### config.mk
export PLATFORM = sky130hd
export DESIGN_NAME = pc_fetch_ctrl
export DESIGN_NICKNAME = d
export VERILOG_FILES = /design/src/rtl/pc_fetch_ctrl.sv
export SDC_FILE = /design/constraint.sdc
export NUM_CORES = 1
export LEC_CHECK = 0
export CAP_MARGIN = 20
export CELL_PAD_IN_SITES_DETAIL_PLACEMENT = 0
export CELL_PAD_IN_SITES_GLOBAL_PLACEMENT = 2
export CORE_UTILIZATION = 28
export CTS_CLUSTER_SIZE = 10
export DETAILED_ROUTE_END_ITERATION = 10
export PLACE_DENSITY = 0.87
export SLEW_MARGIN = 15
export SYNTH_ARGS = -nofsm -noshare
export SYNTH_HDL_FRONTEND = slang
export SYNTH_SLANG_ARGS = --single-unit
### constraint.sdc
create_clock -name clk -period 2.3 [get_ports clk]
set_clock_uncertainty 0.1 [all_clocks]
set_input_delay 0.46 -clock clk [delete_from_list [all_inputs] [get_ports clk]]
set_output_delay 0.46 -clock clk [all_outputs]
set_load 0.03 [all_outputs]
### src/rtl/pc_fetch_ctrl.sv
// Fetch sequencer: owns the PC, drives the instruction-memory valid/ack port, handles stall and redirects.
// Optional macro PC_ALIGN_CHK_EN: misaligned redirect targets go to EXC_VECTOR and pulse misalign.
//
// state | meaning
// OFF   | in reset / first cycle after release, no request
// REQ   | request at pc outstanding until if_ack
// HOLD  | pipeline stalled, no request, pc held
module pc_fetch_ctrl #(
  parameter logic [31:0] RESET_PC   = 32'h0000_0000,
  parameter logic [31:0] EXC_VECTOR = 32'h0000_0020
) (
  input  logic        clk,
  input  logic        rst,
  input  logic        stall,
  input  logic        br_valid,
  input  logic [31:0] br_target,
  input  logic        flush,
  input  logic [31:0] flush_pc,
  input  logic        if_ack,
  output logic        ce,
  output logic        if_req,
  output logic [31:0] if_addr,
  output logic [31:0] pc,
  output logic        fetch_valid,
  output logic [31:0] fetch_pc,
  output logic        misalign
);

  localparam logic [1:0] ST_OFF  = 2'd0;
  localparam logic [1:0] ST_REQ  = 2'd1;
  localparam logic [1:0] ST_HOLD = 2'd2;

  logic [1:0]  r_state;
  logic [31:0] r_pc;
  logic        r_pend_vld;
  logic        r_pend_flush;
  logic [31:0] r_pend_tgt;
  logic        r_fetch_valid;
  logic [31:0] r_fetch_pc;
  logic        r_misalign;

  logic        w_redir_vld;
  logic [31:0] w_redir_tgt;
  logic        w_tgt_bad;
  logic [31:0] w_new_pc;

  // Redirect priority: same-cycle flush, pending flush, same-cycle branch, pending branch.
  always_comb begin
    w_redir_vld = 1'b1;
    w_redir_tgt = flush_pc;
    if (flush) begin
      w_redir_tgt = flush_pc;
    end else if (r_pend_vld && r_pend_flush) begin
      w_redir_tgt = r_pend_tgt;
    end else if (br_valid) begin
      w_redir_tgt = br_target;
    end else if (r_pend_vld) begin
      w_redir_tgt = r_pend_tgt;
    end else begin
      w_redir_vld = 1'b0;
    end
  end

`ifdef PC_ALIGN_CHK_EN
  assign w_tgt_bad = |w_redir_tgt[1:0];
  assign w_new_pc  = w_tgt_bad ? EXC_VECTOR : w_redir_tgt;
`else
  assign w_tgt_bad = 1'b0;
  assign w_new_pc  = w_redir_tgt & 32'hFFFF_FFFC;
`endif

  always_ff @(posedge clk or negedge rst) begin
    if (!rst) begin
      r_state       <= ST_OFF;
      r_pc          <= RESET_PC;
      r_pend_vld    <= 1'b0;
      r_pend_flush  <= 1'b0;
      r_pend_tgt    <= 32'h0;
      r_fetch_valid <= 1'b0;
      r_fetch_pc    <= 32'h0;
      r_misalign    <= 1'b0;
    end else begin
      r_fetch_valid <= 1'b0;
      r_misalign    <= 1'b0;
      case (r_state)
        ST_OFF: r_state <= ST_REQ;
        ST_REQ: begin
          if (if_ack) begin
            if (w_redir_vld) begin
              r_pc       <= w_new_pc;
              r_misalign <= w_tgt_bad;
            end else begin
              r_fetch_valid <= 1'b1;
              r_fetch_pc    <= r_pc;
              r_pc          <= r_pc + 32'd4;
            end
            r_pend_vld   <= 1'b0;
            r_pend_flush <= 1'b0;
            r_state      <= stall ? ST_HOLD : ST_REQ;
          end else if (flush) begin
            r_pend_vld   <= 1'b1;
            r_pend_flush <= 1'b1;
            r_pend_tgt   <= flush_pc;
          end else if (br_valid && !(r_pend_vld && r_pend_flush)) begin
            r_pend_vld   <= 1'b1;
            r_pend_flush <= 1'b0;
            r_pend_tgt   <= br_target;
          end
        end
        ST_HOLD: begin
          if (w_redir_vld) begin
            r_pc       <= w_new_pc;
            r_misalign <= w_tgt_bad;
          end
          if (!stall) r_state <= ST_REQ;
        end
        default: r_state <= ST_OFF;
      endcase
    end
  end

  assign ce          = (r_state != ST_OFF);
  assign if_req      = (r_state == ST_REQ);
  assign if_addr     = r_pc;
  assign pc          = r_pc;
  assign fetch_valid = r_fetch_valid;
  assign fetch_pc    = r_fetch_pc;
  assign misalign    = r_misalign;

endmodule

### After elaboration in Yosys (flattened, before gate mapping)

Index checks and enable logic that the tools add are counted.

* bits in registers: 101

* $add $sub $neg: 1
* eq/ne operators: 5
* multiplexer cells: 27
* bitwise gates (word level): 2
* reduce and logical (&&, ||, !) cells: 13

Operators by type and width (count)
* 32-bit 2-to-1 mux: 9
* 32-bit case mux with 2 select lines: 1
* 32-bit by 3-bit adder with 32-bit output (second input constant): 1
* 1-bit 2-to-1 mux: 13
* 3-bit AND reduction: 3
* 2-bit 2-to-1 mux: 3
* 2-bit != test (second input constant): 3
* 2-bit case mux with 3 select lines: 1
* 2-bit nonzero test: 3
* 2-bit AND reduction: 2
* 3-bit nonzero test: 1
* 2-bit by 1-bit == test with 1-bit output (second input constant): 1
* 2-bit == test (second input constant): 1
* 1-bit logical AND: 2
* 2-bit logical NOT: 1
* 1-bit NOT: 2
* 1-bit logical NOT: 1

### Longest topological paths before layout

* word-level depth: 7
* gate-level depth with buffers: 8

### Worst setup path after synthesis

OpenSTA, ideal clock, no wires.

* path kind: reg-to-reg
* from: reg r_pc[2] (netlist: if_addr[2])
* to: reg r_pc[30] (netlist: if_addr[30])
* data arrival time: 1806 ps
* required time: 2045 ps
* slack: 239 ps
* cell stages (with the launch flop): 7
* period minus slack after synthesis: 2061 ps
* cell sequence: dfrtp_1 > ha_1 > and3_1 > nand2_1 > nor4_1 > and3_1 > a311oi_2

* cells in the longest elaborated chain, start to end: 4

Ends and longest elaborated chain
* start, declared: RTL line 34 `logic [31:0] r_pc;`
* start signal, assigned: RTL line 90 `r_pc <= w_new_pc;`
* start signal, assigned: RTL line 95 `r_pc <= r_pc + 32'd4;`
* start signal, assigned: RTL line 112 `r_pc <= w_new_pc;`
* 32-bit by 3-bit adder with 32-bit output: RTL line 95
* 32-bit 2-to-1 mux: RTL line 89 `if (w_redir_vld) begin`
* 32-bit 2-to-1 mux: RTL line 88 `if (if_ack) begin`
* 32-bit case mux with 2 select lines: RTL line 85 `case (r_state)`

No other way between the ends. The select of a mux whose other input is x is not followed.
A chain may end at the register's enable or synchronous reset.

### Worst setup path in the final report

* from: reg r_pc[2] (netlist: if_addr[2])
* to: out pc[2]

RTL lines
* end, declared: RTL line 23 `output logic [31:0] pc,`

No word-level cell between the ends.

==> results.md <==
Outcome:
- The flow ran to the end, and the final reports show no timing, DRC or antenna violations.

CTS:
- The count of H-tree levels built during CTS is 3.
- The cell sitting at the root of the clock tree is a clkbuf_16.
- The number of CTS-inserted buffers is 9.
- TritonCTS built the clock tree.
- The register clock-pin slew on the reported worst setup and hold paths is 70 ps.
- The clock latency at the later pin of the worst-skew pair is 350 ps.
- The number of buffers on the longest clock path is 2.
- The buffers inserted during post-CTS setup optimization is 0.
- For this design, the sink count on the clock tree is 95.

Placed design:
- After legalization and detailed placement, the total HPWL measured 15480 um.
- Routability-driven placement finished with a final weighted congestion of 0.8388.
- Input and output buffers added on the ports amount to 158.

Route:
- The average routed wire per standard cell is 17.39 um.
- The ratio of routed vias to standard cells is 5.074.
- The first-pass iteration count of the detailed router is 4.
- The first routing iteration left 386 violations.
- Wires add up to 20390 um.
- The count of nets left with antenna violations once routing finished came out at 0.
- The number of vias in the routed layout is 5952.
- In the routed design, unresolved DRC markers number 0.

Logic synthesis:
- By area the synthesized netlist is led by dfrtp_1, nand2_1, mux2i_1, buf_4, o21ai_1.
- The number of synthesized register bits is 95.
- The share of the synthesized area in the top cell type is 0.3838.
- The async set-reset flop share out of synthesis is 1.000.
- The cell area after synthesis is 6195 um2.
- The number of cells produced by synthesis is 732.
- The most used flip-flop cell after synthesis is dfrtp_1.
- The per-instance average area after synthesis is 8.463 um2.
- The post-synthesis cell type count is 72.
- By count the netlist is led by nand2_1, dfrtp_1, o21ai_1.
- The largest total area in the synthesized netlist belongs to dfrtp_1.
- The post-synthesis sequential area ratio is 0.3838.
- The most common cell in the synthesized netlist is nand2_1.
- The total of warnings raised by yosys is 0.
- Yosys mapped a number of flops with a built-in enable equal to 0.

Timing:
- Final hold analysis gives a worst-case slack of 373.4 ps.
- Setup repair after global routing left no endpoint under its margin.
- Measured against its own limit, the worst slew margin works out to 0.6197.
- The final count of negative-setup-slack endpoints is 0.
- The highest clock frequency the design can meet is 450.7 MHz.
- The pin slew with the least headroom to its limit is 570.4 ps.
- Dividing the final minimum period by the clock period gives 0.9648.
- The final period demand of the worst path is 2219 ps.
- The max-slew violation count is 0.
- The final count of hold timing violations is 0.

Worst setup path:
- For the worst flop-to-flop path, the logic depth is 6.
- STA classifies the critical path endpoint as an output port.
- Setup slack on the worst reg-to-reg path comes out at 210 ps.
- The peak fanout along the critical path is 7.
- The critical path is of the reg2out type.
- Among cell families on the critical path, the largest total delay comes from buffers and inverters.
- The slowest stage of the critical path is the clkdlybuf4s50_1 cell.
- The required time at the worst-slack endpoint is 1740 ps.
- Data on the critical path arrives at its endpoint at 1660 ps.
- Traced cell by cell, the critical path runs through buf_4 -> clkdlybuf4s50_1.
- The worst setup path is launched from a flop.
- The start of the worst register-to-register path is if_addr[2]$_DFFE_PN0P_.
- The critical path's largest stage delay is 660 ps.
- The critical path contains buffers and inverters numbering 2 combined.
- The worst reg2reg path endpoint is if_addr[28]$_DFFE_PN0P_.

Floorplan:
- The cell row count is 54.
- The total die area is 22720 um2.
- The total area inside the core boundary comes to 21760 um2.
- The die is 150.7 um tall.
- The floorplan step set the die width to 150.7 um.
- The number of I/O pins is 170.
- The initial core utilization is 0.2847.

GRT:
- The number of global-route vias before repair was 5549.
- The first global-routing pass estimated 31840 um of wire.
- The pin count of the biggest net entering global routing is 45.
- The initial antenna violation count came to 0.
- The total global routing track utilization is 0.1843.
- The remaining global-route overflow is 0.

Cells and area:
- The antenna cell count is 0.
- The net count of the finished layout is 959.
- The layout overhead on the synthesized area is 37.06%.
- The fraction of layout instances using a drive strength above 1 is 0.1355.
- The number of inserted filler cells in the final layout is 2221.

Pwr:
- The total power consumption of the routed design is 9.772 mW.
- The leakage power is 3.597 nW.
- The worst vdd rail ir drop is 0.4512 mV.
- The power density of the placed cells is 1151 nW/um2.

Job:
- Max-cap violations in this run came to 0.

Min path:
- The path with the worst hold slack has its endpoint at fetch_pc[12]$_DFFE_PN0P_.
- The class of the tightest hold or removal check is reg2reg.
- The startpoint identified for the worst hold timing path is fetch_pc[12]$_DFFE_PN0P_.
- The worst hold path passes through 2 cells.
[kinds of logic after synthesis]
group	count (synthesis)	share of synthesized area
multiplexers	44	0.07231
adder cells (fa/ha/maj)	1	0.002019
buffers and inverters	92	0.08867
AND/OR/NAND/NOR	297	0.2349
flip-flops	95	0.3838
other	1	0.0006054
AO/OA/AOI/OAI	202	0.2177
[flip-flops by register name, summed over array words and instances (netlist names)]
name          count
fetch_pc         30
if_addr          30
r_pend_tgt       30
r_state           2
fetch_valid       1
r_pend_flush      1
r_pend_vld        1
[cell type report]
| class | instances | area [um2] | area share |
|---|---|---|---|
| timing repair buffer | 227 | 2155 | 0.2538 |
| clock inverter | 4 | 53.80 | 0.006337 |
| clock buffer | 12 | 246.5 | 0.02903 |
| tap | 280 | 350.3 | 0.04126 |
| multi-input combinational | 551 | 3291 | 0.3876 |
| inverter | 4 | 15.01 | 0.001768 |
| sequential | 95 | 2380 | 0.2803 |
[repair_timing]
item	in CTS	in global routing
endpoints found under the hold margin	28	0
resized for setup	2	3
hold buffers	1	0
endpoints found under the setup margin	2	4
[through the flow]
stage	utilization	cells	setup TNS, ps	worst slack (ps)	cell area (um2)
final	0.3903	1173	0	81.03	8491
after detailed placement	0.3758	1156	-273.9	-64.17	8177
after global routing	0.3903	1173	0	25.71	8491
after CTS	0.3900	1173	0	9.082	8484
after global placement	0.3758	1156	-108.7	-40.70	8177
after floorplan	-	738	0	239.1	6217
[worst reg2reg max path: cells and delay by family, from the launching register on]
kind            cells  cell delay, ps
buf+inv             1             170
flops               1             470
simple gates        3             670
fa+ha+maj           1             280
compound gates      1             310
[layer usage]
| metal | vias to the layer above | routed length, um | GRT usage |
|---|---|---|---|
| li1 | 2898 | - | - |
| met1 | 2854 | 9949 | 0.2664 |
| met2 | 181 | 9221 | 0.2828 |
| met3 | 19 | 915 | 0.02333 |
| met4 | 0 | 308 | 0.05800 |
| met5 | - | 0 | 0 |
[worst max-delay path by stage]
stage                                  startpoint                 endpoint  slack (ps)  cells past startpoint
after floorplan            if_addr[2]$_DFFE_PN0P_  if_addr[30]$_DFFE_PN0P_         240                      6
final                      if_addr[2]$_DFFE_PN0P_                    pc[2]          80                      2
after global placement                     if_ack  if_addr[20]$_DFFE_PN0P_         -40                      5
after CTS                 if_addr[10]$_DFFE_PN0P_                   pc[10]           9                      1
after global routing      if_addr[11]$_DFFE_PN0P_                   pc[11]          30                      1
after detailed placement                   if_ack  if_addr[28]$_DFFE_PN0P_         -60                      8
[power breakdown]
part | switching [mW] | internal [mW] | leakage [nW]
Combinational | 2.95 | 2.19 | 2.29
Sequential | 0.741 | 2.32 | 1.16
Clock | 0.692 | 0.879 | 0.139
[cell usage in the layout (no fill, tap or decap), types with 9 or more instances in the layout]
master | Yosys | routed
a211oi_1 | 14 | 14
a21boi_0 | 11 | 11
a21oi_1 | 34 | 34
buf_4 | 41 | 64
clkbuf_16 | 0 | 9
clkdlybuf4s50_1 | 0 | 151
dfrtp_1 | 95 | 93
mux2i_1 | 38 | 38
nand2_1 | 174 | 174
nand3_1 | 12 | 12
nor2_1 | 34 | 34
nor2b_1 | 10 | 10
nor4_1 | 10 | 10
o21ai_0 | 33 | 33
o21ai_1 | 42 | 42
o221ai_1 | 9 | 9
No activity file was read; power rests on OpenSTA's default activity.
